`src/rtl/ahb_slave_pkg.sv`:
```
// Shared definitions for the AHB slave RAM.
//   hsize_t   : AHB transfer-size encodings (byte .. doubleword)
//   state_t   : data-phase FSM states (IDLE, WAIT, DATA)
//   lanes_for_size : byte count of a transfer, clamped to the bus width
package ahb_slave_pkg;

  typedef enum logic [2:0] {
    HSIZE_BYTE  = 3'b000,
    HSIZE_HALF  = 3'b001,
    HSIZE_WORD  = 3'b010,
    HSIZE_DWORD = 3'b011
  } hsize_t;

  typedef enum logic [1:0] {
    IDLE = 2'd0,
    WAIT = 2'd1,
    DATA = 2'd2
  } state_t;

  // Sizes wider than the bus collapse to a full-width transfer.
  function automatic int unsigned lanes_for_size(input logic [2:0] size,
                                                 input int unsigned max_log2);
    int unsigned s;
    s = 32'(size);
    if (s > max_log2) s = max_log2;
    return 32'd1 << s;
  endfunction

endpackage

```
`src/rtl/ahb_slave_ram_array.sv`:
```
// Storage array for ahb_slave_ram.
//   clk, rst_n : clock, asynchronous active-low reset (clears every word)
//   we, waddr, wdata, wbe : synchronous write port with per-byte enables
//   raddr, rdata          : combinational read port
module ahb_slave_ram_array #(
  parameter int unsigned DWIDTH = 32,
  parameter int unsigned DEPTH  = 16
) (
  input  logic                       clk,
  input  logic                       rst_n,
  input  logic                       we,
  input  logic [$clog2(DEPTH)-1:0]   waddr,
  input  logic [DWIDTH-1:0]          wdata,
  input  logic [DWIDTH/8-1:0]        wbe,
  input  logic [$clog2(DEPTH)-1:0]   raddr,
  output logic [DWIDTH-1:0]          rdata
);

  localparam int unsigned NB = DWIDTH / 8;

  logic [DWIDTH-1:0] mem [DEPTH];

  always_ff @(posedge clk or negedge rst_n) begin
    if (!rst_n) begin
      for (int unsigned i = 0; i < DEPTH; i++) begin
        mem[i] <= '0;
      end
    end else if (we) begin
      for (int unsigned b = 0; b < NB; b++) begin
        if (wbe[b]) mem[waddr][b*8 +: 8] <= wdata[b*8 +: 8];
      end
    end
  end

  assign rdata = mem[raddr];

endmodule

```
`src/rtl/ahb_slave_ram.sv`:
```
// AHB-style slave RAM with configurable wait states.
//   hclk, hresetN : bus clock, asynchronous active-low reset
//   hsel, haddr, hsize, hwrite : address phase, accepted when hsel & hready
//   hwdata        : write data, sampled in the DATA cycle
//   hrdata        : registered read data, valid in the DATA cycle, held otherwise
//   hready        : low only while the FSM is in WAIT
// Parameters: DWIDTH (32/64), DEPTH (words, power of 2), WAIT_STATES (0..7).
// Macro AHB_SLAVE_RAM_BYTE_LANES_EN enables sub-word writes; without it every
// write updates the full word.
module ahb_slave_ram
  import ahb_slave_pkg::*;
#(
  parameter int unsigned DWIDTH      = 32,
  parameter int unsigned DEPTH       = 16,
  parameter int unsigned WAIT_STATES = 1
) (
  input  logic              hclk,
  input  logic              hresetN,
  input  logic              hsel,
  input  logic [31:0]       haddr,
  input  logic [DWIDTH-1:0] hwdata,
  input  logic [2:0]        hsize,
  input  logic              hwrite,
  output logic [DWIDTH-1:0] hrdata,
  output logic              hready
);

  localparam int unsigned NB    = DWIDTH / 8;
  localparam int unsigned OFFW  = $clog2(NB);
  localparam int unsigned AW    = $clog2(DEPTH);
  localparam int unsigned IDXHI = OFFW + AW;
  localparam logic [2:0]  WS_LOAD = (WAIT_STATES > 0) ? 3'(WAIT_STATES - 1) : 3'd0;

  state_t            state, state_d;
  logic [2:0]        cnt, cnt_d;
  logic              accept;

  logic [AW-1:0]     idx_q;
  logic [OFFW-1:0]   off_q;
  logic [2:0]        size_q;
  logic              write_q;

  logic              wr_en;
  logic [NB-1:0]     wbe;
  logic [AW-1:0]     rd_idx;
  logic              rd_is_read;
  logic              rd_go;
  logic [DWIDTH-1:0] mem_rdata;
  logic [DWIDTH-1:0] rd_word;
  logic [DWIDTH-1:0] hrdata_q;

  logic              unused_ok;
  assign unused_ok = ^{haddr[31:IDXHI], off_q, size_q};

`ifdef AHB_SLAVE_RAM_BYTE_LANES_EN
  // Little-endian lane select: the size-aligned group containing the offset.
  function automatic logic [NB-1:0] lane_mask(input logic [2:0] size,
                                              input logic [OFFW-1:0] off);
    int unsigned n;
    int unsigned base;
    logic [NB-1:0] m;
    n    = lanes_for_size(size, OFFW);
    base = 32'(off) & ~(n - 32'd1);
    m    = '0;
    for (int unsigned i = 0; i < NB; i++) begin
      m[i] = (i >= base) && (i < base + n);
    end
    return m;
  endfunction

  assign wbe = lane_mask(size_q, off_q);
`else
  assign wbe = '1;
`endif

  assign accept = hsel && hready;

  // FSM state and wait counter
  always_ff @(posedge hclk or negedge hresetN) begin
    if (!hresetN) begin
      state <= IDLE;
      cnt   <= '0;
    end else begin
      state <= state_d;
      cnt   <= cnt_d;
    end
  end

  always_comb begin
    state_d = state;
    cnt_d   = cnt;
    hready  = 1'b1;
    case (state)
      IDLE, DATA: begin
        if (accept) begin
          if (WAIT_STATES == 0) begin
            state_d = DATA;
          end else begin
            state_d = WAIT;
            cnt_d   = WS_LOAD;
          end
        end else begin
          state_d = IDLE;
        end
      end
      WAIT: begin
        hready = 1'b0;
        if (cnt == '0) state_d = DATA;
        else           cnt_d   = cnt - 3'd1;
      end
      default: state_d = IDLE;
    endcase
  end

  // Address-phase capture
  always_ff @(posedge hclk or negedge hresetN) begin
    if (!hresetN) begin
      idx_q   <= '0;
      off_q   <= '0;
      size_q  <= '0;
      write_q <= 1'b0;
    end else if (accept) begin
      idx_q   <= haddr[OFFW +: AW];
      off_q   <= haddr[OFFW-1:0];
      size_q  <= hsize;
      write_q <= hwrite;
    end
  end

  assign wr_en = (state == DATA) && write_q;

  // hrdata is loaded on the edge that enters DATA. From WAIT the transfer is
  // already registered; with zero wait states it is the one being accepted
  // now, so the live address bus selects the word.
  always_comb begin
    rd_idx     = (state == WAIT) ? idx_q : haddr[OFFW +: AW];
    rd_is_read = (state == WAIT) ? !write_q : !hwrite;
    rd_go      = (state_d == DATA) && rd_is_read;
  end

  // A write committing on this same edge is not yet in the array; merge its
  // enabled lanes over the stored word.
  always_comb begin
    rd_word = mem_rdata;
    if (wr_en && (rd_idx == idx_q)) begin
      for (int unsigned b = 0; b < NB; b++) begin
        if (wbe[b]) rd_word[b*8 +: 8] = hwdata[b*8 +: 8];
      end
    end
  end

  always_ff @(posedge hclk or negedge hresetN) begin
    if (!hresetN)   hrdata_q <= '0;
    else if (rd_go) hrdata_q <= rd_word;
  end

  assign hrdata = hrdata_q;

  ahb_slave_ram_array #(
    .DWIDTH(DWIDTH),
    .DEPTH (DEPTH)
  ) u_array (
    .clk  (hclk),
    .rst_n(hresetN),
    .we   (wr_en),
    .waddr(idx_q),
    .wdata(hwdata),
    .wbe  (wbe),
    .raddr(rd_idx),
    .rdata(mem_rdata)
  );

endmodule

```
`config.mk`:
```
export PLATFORM = sky130hd
export DESIGN_NAME = ahb_slave_ram
export DESIGN_NICKNAME = d
export VERILOG_FILES = /design/src/rtl/ahb_slave_pkg.sv /design/src/rtl/ahb_slave_ram_array.sv /design/src/rtl/ahb_slave_ram.sv
export SDC_FILE = /design/constraint.sdc
export NUM_CORES = 1
export LEC_CHECK = 0
export CAP_MARGIN = 20
export CORE_MARGIN = 2
export CORE_UTILIZATION = 61
export DETAILED_ROUTE_END_ITERATION = 8
export GPL_TIMING_DRIVEN = 0
export PLACE_DENSITY = 0.8
export SLEW_MARGIN = 20
export SYNTH_ARGS = -nofsm -noshare
export SYNTH_HDL_FRONTEND = slang
export SYNTH_HIERARCHICAL = 1
export SYNTH_SLANG_ARGS = --single-unit
export TNS_END_PERCENT = 30
```
`constraint.sdc`:
```
create_clock -name hclk -period 2.7 [get_ports hclk]
set_input_delay 0.54 -clock hclk [delete_from_list [all_inputs] [get_ports hclk]]
set_output_delay 0.54 -clock hclk [all_outputs]
set_load 0.01 [all_outputs]
```
# Yosys cells after proc, flatten, opt, wreduce, memory -nomap -nowiden
# Cells that the tools add are included.
dict set report word_totals {
  regBits 554
  inputBits 71
  output_inout_bits 33
}
dict set report classes {
  addsub 1
  n_lt_le_gt_ge 3
  n_eq_ne 6
  n_mux 28
  n_bitwise 2
  n_reduce_logical 12
}
# operator n
set op_table {}
lappend op_table {{$bwmux 512} 4}
lappend op_table {{$mux 512} 3}
lappend op_table {{$demux 32 s4} 4}
lappend op_table {{$bmux 32 s4} 1}
lappend op_table {{$mux 32} 4}
lappend op_table {{$mux 24} 1}
lappend op_table {{$mux 16} 1}
lappend op_table {{$ge 5x5->1 const B} 2}
lappend op_table {{$not 4->5} 2}
lappend op_table {{$mux 8} 1}
lappend op_table {{$mux 3} 2}
lappend op_table {{$pmux 3 s2} 1}
lappend op_table {{$logic_and 1x1->1} 5}
lappend op_table {{$lt 5x1->1 const B} 1}
lappend op_table {{$eq 2x2->1 const B} 2}
lappend op_table {{$eq 4x4->1} 1}
lappend op_table {{$mux 4} 1}
lappend op_table {{$ne 2x2->1 const B} 2}
lappend op_table {{$pmux 2 s2} 1}
lappend op_table {{$logic_not 3->1} 1}
lappend op_table {{$mux 1} 3}
lappend op_table {{$reduce_and 3->1} 1}
lappend op_table {{$sub 3x1->3 const B} 1}
lappend op_table {{$eq 2x1->1 const B} 1}
lappend op_table {{other kinds (5)} 6}

# Logic depth before layout (Yosys ltp)
# Gate-level depths: netlist of run 1.
dict set report depth {
  ltp_word 12
  ltp_mapped 9
  depth_no_buf 6
}

# By module
# The synthesis of run 1 kept the hierarchy.
# module instances cells_per_inst area_per_inst_um2 seq_area_each_um2
set by_module_without_submodules {}
lappend by_module_without_submodules {ahb_slave_ram_array 1 1430 23025.8 12812.3}
lappend by_module_without_submodules {ahb_slave_ram 1 109 1697.9 1051.0}

# Least setup slack after synthesis of run 1
# No wires, ideal clock.
dict set report synth_timing {
  kind {register to register}
  startpoint {reg state[1]}
  endpoint {reg hrdata_q[3] (netlist: hrdata[3])}
  setup_time_ns 0.127
  t_arrival_ns 2.389
  required_ns 2.573
  setup_slack_ns 0.184
  stages_incl_launch_ff 10
  path_buffers 3
  synth_period_minus_slack_ns 2.516
  path_cell_list {dfrtp_1 -> nand2b_1 -> buf_6 -> mux2_2 -> buf_4 -> buf_2 -> mux4_2 -> a22oi_1 -> nand2_1 -> mux2_1}
}
dict set report synth_between {
  elab_chain_len 7
  word_cells_on_any_way 21
}
# element line
set synth_lines {}
lappend synth_lines {{start: declaration} ahb_slave_ram.sv:34} ;# state_t state, state_d;
lappend synth_lines {{start signal: assignment} ahb_slave_ram.sv:84} ;# state <= state_d;
lappend synth_lines {{$eq 2x1->1} ahb_slave_ram.sv:93} ;# case (state)
lappend synth_lines {{$mux 1} ahb_slave_ram.sv:93}
lappend synth_lines {{via hready} ahb_slave_ram.sv:25} ;# output logic hready
lappend synth_lines {{$logic_and 1x1->1} ahb_slave_ram.sv:76} ;# assign accept = hsel && hready;
lappend synth_lines {{$mux 1} ahb_slave_ram.sv:95} ;# if (accept) begin
lappend synth_lines {{$pmux 2 s2} ahb_slave_ram.sv:93}
lappend synth_lines {{$eq 2x2->1} ahb_slave_ram.sv:138} ;# rd_go = (state_d == DATA) && rd_is_read;
lappend synth_lines {{$logic_and 1x1->1} ahb_slave_ram.sv:138}
lappend synth_lines {{end signal: assignment} ahb_slave_ram.sv:154} ;# else if (rd_go) hrdata_q <= rd_word;
lappend synth_lines {{end: declaration} ahb_slave_ram.sv:50} ;# logic [DWIDTH-1:0] hrdata_q;
# The timed path passes the listed nets, and every way through them passes these cells. The select of a mux whose other input is x is not followed.
# A chain may end at the register's enable or synchronous reset.

# Worst setup path in the final report of run 1
dict set report layout_timing {
  startpoint {reg write_q}
  endpoint {reg u_array/mem[356] (netlist name)}
}
dict set report layout_between {
  elab_chain_len 1
}
# element line
set layout_lines {}
lappend layout_lines {{start: declaration} ahb_slave_ram.sv:41} ;# logic write_q;
lappend layout_lines {{start signal: assignment} ahb_slave_ram.sv:126} ;# write_q <= hwrite;
lappend layout_lines {{$logic_and 1x1->1} ahb_slave_ram.sv:130} ;# assign wr_en = (state == DATA) && write_q;
lappend layout_lines {{via wr_en} ahb_slave_ram.sv:43} ;# logic wr_en;
lappend layout_lines {{end signal: indexed assignment} ahb_slave_ram_array.sv:30} ;# if (wbe[b]) mem[waddr][b*8 +: 8] <= wdata[b*8 +: 8];
lappend layout_lines {{end: declaration} ahb_slave_ram_array.sv:21} ;# logic [DWIDTH-1:0] mem [DEPTH];
# The timed path passes the listed nets, and every way through them passes these cells.

==> results of run 1 <==
[placed cells by master, fill, tap and decap left out, types with 11 or more instances in the layout]
master | Yosys | layout
mux2_2 | 550 | 549
clkbuf_1 | 65 | 53
buf_4 | 6 | 17
nor2_2 | 48 | 47
buf_16 | 0 | 13
clkbuf_16 | 0 | 62
mux4_2 | 128 | 128
clkdlybuf4s50_1 | 0 | 71
a22oi_2 | 0 | 16
conb_1 | 1 | 16
clkbuf_8 | 0 | 24
dfrtp_1 | 554 | 554
buf_6 | 5 | 11
a22oi_1 | 64 | 48
nand2_1 | 47 | 46
[Yosys cell counts (all sizes together)]
library cell	number	area, sq um
nand3	4	30.0
nor3	1	16.3
mux2	553	6230
or3b	1	8.76
and2	1	6.26
or2	1	6.26
o31ai	1	7.51
nand2b	3	18.8
inv	5	18.8
nor2b	4	25.0
nand2	47	176
a22o	1	8.76
buf	30	194
nand4b	8	70.1
a22oi	64	480
dfrtp	554	13900
mux2i	1	10.0
o21ai	2	10.0
nor4bb	4	40.0
nor2	53	319
clkbuf	65	244
nand4	4	25.0
ha	2	25.0
o22ai	1	6.26
mux4	128	2880
conb	1	3.75
[how the worst max path moves through the flow]
stage                     startpoint                to  slack [ps]
after floorplan             state[1]         hrdata[3]         180
after global placement       hresetN  u_array/mem[210]      -22430
after detailed placement    haddr[3]        hrdata[17]       -1010
after CTS                   state[1]        hrdata[23]           1
after global routing         write_q  u_array/mem[194]        -130
final                        write_q  u_array/mem[356]        -110
[flip-flops by register name, indices dropped and copies added, names as in the netlist]
register / flops
state: 2
hrdata: 32
u_array/mem: 512
write_q: 1
cnt: 3
idx_q: 4
[kinds of logic (layout without fill, tap and decap cells)]
logic type | Yosys count | count (layout) | share of synthesized area [%]
mux | 682 | 682 | 36.9
flops | 554 | 554 | 56.1
simple gates | 131 | 131 | 3.00
buf+inv | 100 | 294 | 1.85
compound gates | 69 | 69 | 2.07
fa+ha+maj | 2 | 2 | 0.101
other cells | 1 | 16 | 0.0152
[report_power, final]
part | switching, W | internal (W) | leakage, nW
Clock | 0.00319 | 0.00465 | 0.934
Sequential | 0.000473 | 0.00919 | 7.62
Combinational | 0.00153 | 0.00167 | 5.12
Total | 0.00519 | 0.0155 | 13.7
[what timing repair did]
action / in CTS / in global routing
pin swaps: 0 / 6
cloned: 0 / 5
setup buffers: 0 / 10
hold buffers: 1 / 0
setup endpoints to repair: 32 / 154
hold endpoints to repair: 80 / 0
resized for setup: 97 / 42
[layer usage]
metal	vias to the layer above	track usage, %	wire [microns]
li1	6119	-	-
met1	7894	40.3	24900
met2	653	48.8	30800
met3	206	7.57	4990
met4	2	15.5	3800
met5	-	1.07	64
[cell type report]
| class | instances | area share, % |
|---|---|---|
| clock inverter | 14 | 0.512 |
| sequential | 554 | 48.1 |
| buffer | 95 | 2.75 |
| tap | 525 | 2.28 |
| clock buffer | 87 | 5.99 |
| inverter | 5 | 0.0651 |
| timing repair buffer | 93 | 3.76 |
| multi-input combinational | 900 | 36.6 |
[stage by stage]
stage | util, % | power, W
4_1_cts | 71.3 | 0.0206
3_3_place_gp | 65.5 | 0.0125
3_5_place_dp | 65.9 | 0.0127
2_1_floorplan | - | 0.0115
6_report | 72.3 | 0.0207
5_1_grt | 72.3 | 0.0214
==> impl_metrics.ini, run 1 <==
[status]
status = finished with violations
violations = negative setup slack

[sta]
rsz0062_at_grt = yes
hold_viol = 0
slew_headroom_pct = 46.5
tightest_slew_ps = 801
setup_ws_ps = -106
final.min_clock_period_ps = 2810
fmax_ghz = 0.356
hold_ws_ps = 486
clock_skew_ps = 12.5
drv_slew = 0
finalCritPeriodShare_pct = 104
fin_tns_setup_ps = -7210
setup-violations-final = 142

[worst_setup_path]
start_kind = register
crit_type = reg -> reg
reg2reg_from = write_q
critPathTopFamily = simple AND/OR/NAND/NOR gates
timing.rr.end = u_array/mem[356]
critPathMaxStageDelay_ps = 650
r2r_slack_ps = -110
worst_path_max_delay_cell = nor2_2
cp_data_arrival_time_ps = 3280
crit_fanout = 10
path_cells = nand2_1, nor2_1, buf_4, nand4b_1, nor2_2, mux2_2
crit_buf_inv = 1
critical_path_depth = 6
r2r_cells = 6
required_ps = 3180
cp-end-kind = register

[floorplanning]
start_util_pct = 61.9
die-area_sq_mm = 0.0422
fp.dieW_microns = 205
design.core.area_sq_mm = 0.0399
fp.dieH_microns = 205
rows = 73
io_pins = 104

[routing]
vias = 14900
wl_per_cell_microns = 28.4
wirelength_microns = 64600
drt-initial-drc-count = 1238
detail_route.vias_per_cell = 6.54
drtAntennaViolNets = 0
drc_errors = 0
first_pass_iters = 5

[clock_network]
cts.path.max_buffers = 3
htree_levels = 2
clk-insertion-delay-late_ps = 600
numCtsBuffers = 55
clkTransAtPathRegs_ps = 60
root_buffer = clkbuf_16
cts_tree = built
clkSinkCount = 554

[global_routing]
grt_max_degree = 103
grt_use_total_pct = 30.9
grt_pass1_vias = 15800
grt-ovfl-total = 0
grt_pass1_wl_microns = 95000
antenna_found_initial = 1

[placement]
numPlacedInstances = 2156
dp_hpwl_microns = 39700
place_congestion = 0.846
dp_slack_ps = -1010
dpl-instance-area_sq_mm = 0.0263
port_buffers = 72

[final_layout]
layout-drive-gt1-share_pct = 52.2
synthToLayoutAreaGrowth_pct = 16.7
regArea_sq_mm = 0.0139
n_fill_cell = 2440
stdcell_count = 2273
multi_input_area_sq_mm = 0.0106
design_area_sq_mm = 0.0288
fin_nets = 1777
insertedDiodeCount = 0

[power_and_ir_drop]
leakage_nw = 13.7
ir_drop_mv = 0.624
power.density_mw_per_mm2 = 718

[hold_path]
hp-start = hrdata[3]
min_path_type = reg -> reg
hold_depth = 1
hold_path_end = hrdata[3]

[synthesis]
synthDistinctLibCells = 32
syn_avg_cell_area_sq_um = 16.1
yosys_register_bits = 554
yosys_warnings = 6
syn_area_sq_mm = 0.0247
syn_inst = 1539
yosysSeqAreaShare_pct = 56.1

[run]
drv_cap = 0
(Power assumes the default switching activity.)
==> run 2: changes to the inputs <==
--- a/config.mk
+++ b/config.mk
@@ -9,7 +9,6 @@
 export CORE_MARGIN = 2
 export CORE_UTILIZATION = 61
 export DETAILED_ROUTE_END_ITERATION = 8
-export GPL_TIMING_DRIVEN = 0
 export PLACE_DENSITY = 0.8
 export SLEW_MARGIN = 20
 export SYNTH_ARGS = -nofsm -noshare
==> impl_metrics.ini, run 2 (synthesis results as in run 1) <==
[status]
status = finished clean

[routing]
vias = 14000
drc_errors = 0
drt-initial-drc-count = 902
detail_route.vias_per_cell = 6.21
wl_met3_microns = 2240
wirelength_microns = 54600
drtAntennaViolNets = 0
top_layer = met4
met1Wirelength_microns = 23600
first_pass_iters = 4
wl_met2_microns = 27400
wl_per_cell_microns = 24.2

[clock_network]
cts.path.max_buffers = 3
cts_tree = built
clk-insertion-delay-late_ps = 610
clkSinkCount = 554
numCtsBuffers = 56
htree_levels = 2
root_buffer = clkbuf_16
clkTransAtPathRegs_ps = 60

[global_routing]
grt_pass1_vias = 15400
grt_max_degree = 82
grt_pass1_wl_microns = 87200
grt_use_total_pct = 27.1
grt-ovfl-total = 0
antenna_found_initial = 0

[final_layout]
postLayoutCoreUtil_pct = 72.1
layout_common_cells = dfrtp_1 (554), mux2_2 (548), mux4_2 (128), clkdlybuf4s50_1 (71), buf_4 (65)
regMostFlops = u_array/mem
stdcell_count = 2257
fin_nets = 1760
synthToLayoutAreaGrowth_pct = 16.5
largest_reg_flops = 512
layout-drive-gt1-share_pct = 53.5
insertedDiodeCount = 0
final_common_cell = dfrtp_1

[worst_setup_path]
cp_data_arrival_time_ps = 3110
required_ps = 3180
crit_type = reg -> reg
crit_buf_inv = 2
critPathMaxStageDelay_ps = 540
worst_path_max_delay_cell = mux4_2
crit_fanout = 16
path_cells = nand2b_2, mux2_8, buf_12, buf_12, mux4_2, a22oi_1, nand2_1, mux2_2
crit_top_cell = buf_12
cp-end-kind = register
start_kind = register
critPathTopFamily = multiplexers

[sta]
hold_viol = 0
tightest_slew_ps = 789
clock_skew_ps = 13.3
final.min_clock_period_ps = 2630
setup-violations-final = 0
fmax_ghz = 0.380
drv_slew = 0
finalCritPeriodShare_pct = 97.3
slew_headroom_pct = 47.3

[floorplanning]
fp.dieW_microns = 205
design.core.area_sq_mm = 0.0399
die-area_sq_mm = 0.0422
io_pins = 104
rows = 73
fp.dieH_microns = 205
start_util_pct = 61.9

[power_and_ir_drop]
finalPower_w = 0.0203
power.density_mw_per_mm2 = 707
seqPwrFrac_pct = 47.3
leakage_nw = 13.7
combinationalPowerShare_pct = 14.5
swShare_pct = 24.3
p_clk_share_pct = 38.1
p_switching_w = 0.00494
power.internal_w = 0.0154
ir_drop_mv = 0.541

[placement]
numPlacedInstances = 2147
port_buffers = 72
place_congestion = 0.732
dp_hpwl_microns = 34500

[run]
drv_cap = 0

[hold_path]
min_path_type = reg -> reg
run 2: cell types whose count changed in the layout (fill, tap and decap cells not counted), moves of 11 or more:
| cell | delta |
|---|---|
| buf_4 | +48 |
| buf_6 | -11 |
| a22oi_2 | -13 |
| clkbuf_1 | -41 |
| buf_16 | -11 |
| buf_12 | +24 |
| a22oi_1 | +13 |
run 2: worst register-to-register path: cells and delay by family, from the launching register on:
kind                   cells  cell delay, ps
and+or+nand+nor            2             390
buffers and inverters      2             300
DFF                        1             370
AOI/OAI and AO/OA          1             270
muxes                      3            1180
run 2: area by class of cell:
type / instances / area [sq um]
flip-flops and latches: 554 / 13900
clock inverters: 18 / 173
clock buffers: 85 / 1690
multi-input cells: 902 / 10600
fillers: 2520 / 11100
repair buffers: 168 / 1840
inverters: 5 / 18.8
well taps: 525 / 657
run 2: metal layers:
| metal | track usage [%] | up-vias |
|---|---|---|
| met5 | 0 | - |
| met4 | 8.74 | 0 |
| met3 | 4.15 | 106 |
| met2 | 45.0 | 295 |
| met1 | 37.3 | 7577 |
| li1 | - | 6049 |
run 2: path summary, 6_finish.rpt:
kind	start	to	slack [ps]	cells after the start
min reg2reg	cnt[0]	cnt[0]	470	1
max in group asynchronous	hresetN	u_array/mem[342]	1400	3
max	state[1]	hrdata[25]	70	8
min in group asynchronous	hresetN	hrdata[0]	480	2
max reg2reg	state[1]	hrdata[25]	70	8
min	cnt[0]	cnt[0]	470	1
run 2: what timing repair did:
item,4_1_cts,5_1_grt
setup endpoints to repair,32,26
resized for setup,2,5
setup buffers,0,4
endpoints found under the hold margin,44,0
gates cloned,2,0
pin swaps,1,0
hold buffers,1,0
run 2: stage by stage:
stage          hold WS, ps  area (sq um)  setup TNS (ps)  setup WS (ps)
4_1_cts                470         28700               0           1.18
2_1_floorplan          244         24800               0            184
3_3_place_gp           463         26800           -8850           -335
6_report               473         28800               0           71.8
3_5_place_dp           472         26800           -9770           -358
5_1_grt                497         28800           -4.30          -4.30
run 2: power groups by stage:
stage	Clock [W]	Sequential (W)	Combinational, W
6_report	0.00776	0.00963	0.00296
5_1_grt	0.00828	0.00973	0.00318
4_1_cts	0.00791	0.00963	0.00295
3_5_place_dp	0	0.00977	0.00292
3_3_place_gp	0	0.00969	0.00281
2_1_floorplan	0	0.00965	0.00183
==> run 3: changes to the inputs <==
--- a/config.mk
+++ b/config.mk
@@ -10,6 +10,7 @@
 export CORE_UTILIZATION = 61
 export DETAILED_ROUTE_END_ITERATION = 8
 export PLACE_DENSITY = 0.8
+export SKIP_CTS_REPAIR_TIMING = 1
 export SLEW_MARGIN = 20
 export SYNTH_ARGS = -nofsm -noshare
 export SYNTH_HDL_FRONTEND = slang
==> impl_metrics.ini, run 3 (synthesis results as in run 1) <==
[placement]
dp_hpwl_microns = 34500
port_buffers = 72
dpl-instance-area_sq_mm = 0.0268
numPlacedInstances = 2147
place_congestion = 0.732

[status]
status = finished clean

[global_routing]
grt_max_degree = 82
grt_pass1_wl_microns = 86500
antenna_found_initial = 0
grt-ovfl-total = 0
grt_use_total_pct = 26.8
grt_pass1_vias = 15300

[sta]
hold_viol = 0
final.min_clock_period_ps = 2570
drv_slew = 0
finalCritPeriodShare_pct = 95.2
clock_skew_ps = 13.7
fmax_ghz = 0.389
setup-violations-final = 0
fin_tns_setup_ps = 0
tightest_slew_ps = 757
slew_headroom_pct = 49.5

[floorplanning]
rows = 73
fp.dieW_microns = 205
io_pins = 104
start_util_pct = 61.9
die-area_sq_mm = 0.0422
fp.dieH_microns = 205
design.core.area_sq_mm = 0.0399

[worst_setup_path]
reg2reg_from = state[0]
crit_fanout = 16
r2r_slack_ps = 130
cp-end-kind = register
required_ps = 3180
start_kind = register
r2r_cells = 6
timing.rr.end = u_array/mem[443]
crit_type = reg -> reg
cp_data_arrival_time_ps = 3050

[final_layout]
largest_reg_flops = 512
design_area_sq_mm = 0.0288
layout-drive-gt1-share_pct = 53.4
fin_nets = 1758
synthToLayoutAreaGrowth_pct = 16.5
final_common_cell = dfrtp_1
regMostFlops = u_array/mem
insertedDiodeCount = 0
stdcell_count = 2255
layout_common_cells = dfrtp_1 (554), mux2_2 (548), mux4_2 (128), clkdlybuf4s50_1 (71), a22oi_1 (64)

[routing]
vias = 14000
first_pass_iters = 5
wirelength_microns = 54200
wl_per_cell_microns = 24.0
drc_errors = 0
detail_route.vias_per_cell = 6.22
drtAntennaViolNets = 0
drt-initial-drc-count = 838

[run]
drv_cap = 0

[hold_path]
hp-start = cnt[0]
min_path_type = reg -> reg
hold_depth = 1
hold_path_end = cnt[0]

[clock_network]
clkTransAtPathRegs_ps = 60
numCtsBuffers = 56
cts.path.max_buffers = 3
clkSinkCount = 554
htree_levels = 2
clk-insertion-delay-late_ps = 610
cts_tree = built
root_buffer = clkbuf_16

[power_and_ir_drop]
ir_drop_mv = 0.541
leakage_nw = 13.7
power.density_mw_per_mm2 = 706
finalPower_w = 0.0203
## run 3: changes by cell type in the layout (fill, tap and decap cells not counted), sizes merged
cell   change
nor2b      -1
nor2       -1
## run 3: worst max path at each step
stage	start	endpoint	slack, ps	depth (start not counted)
after floorplan	state[1]	hrdata[3]	180	9
after global placement	haddr[2]	hrdata[31]	-340	7
after detailed placement	haddr[2]	hrdata[4]	-360	8
after CTS	state[1]	hrdata[31]	-190	7
after global routing	state[0]	u_array/mem[443]	-30	6
final	state[0]	u_array/mem[443]	130	6
## run 3: worst max-delay path, stage by stage (launching register included)
cell and delay, ps:
dfrtp_1 410, buf_4 160, nor2_1 130, buf_4 260
nor4bb_1 590, nand2_1 490, mux2_2 410
## run 3: cell type report
type                       count  area [sq um]
timing repair buffer         168          1870
sequential                   554         13900
inverter                       5          18.8
tap                          525           657
clock buffer                  85          1690
fill                        2509         11100
clock inverter                18           173
multi-input combinational    900         10500
## run 3: metal layers
layer | GRT usage, % | wire length, microns | vias up
li1 | - | - | 6047
met1 | 36.7 | 23300 | 7561
met2 | 44.7 | 27100 | 332
met3 | 4.28 | 2520 | 93
met4 | 8.43 | 1330 | 0
met5 | 0 | 0 | -
## run 3: report_power, final
group,internal (W),switching (W),total [W]
logic,0.00165,0.00130,0.00295
clock network,0.00459,0.00316,0.00775
registers,0.00919,0.000448,0.00963
total,0.0154,0.00491,0.0203
## run 3: through the flow
stage	setup slack [ps]	hold WS [ps]	utilization, %
2_1_floorplan	184	244	-
3_3_place_gp	-335	463	67.1
3_5_place_dp	-358	472	67.2
6_report	130	474	72.2
5_1_grt	-27.3	498	72.2
4_1_cts	-186	-130	71.9
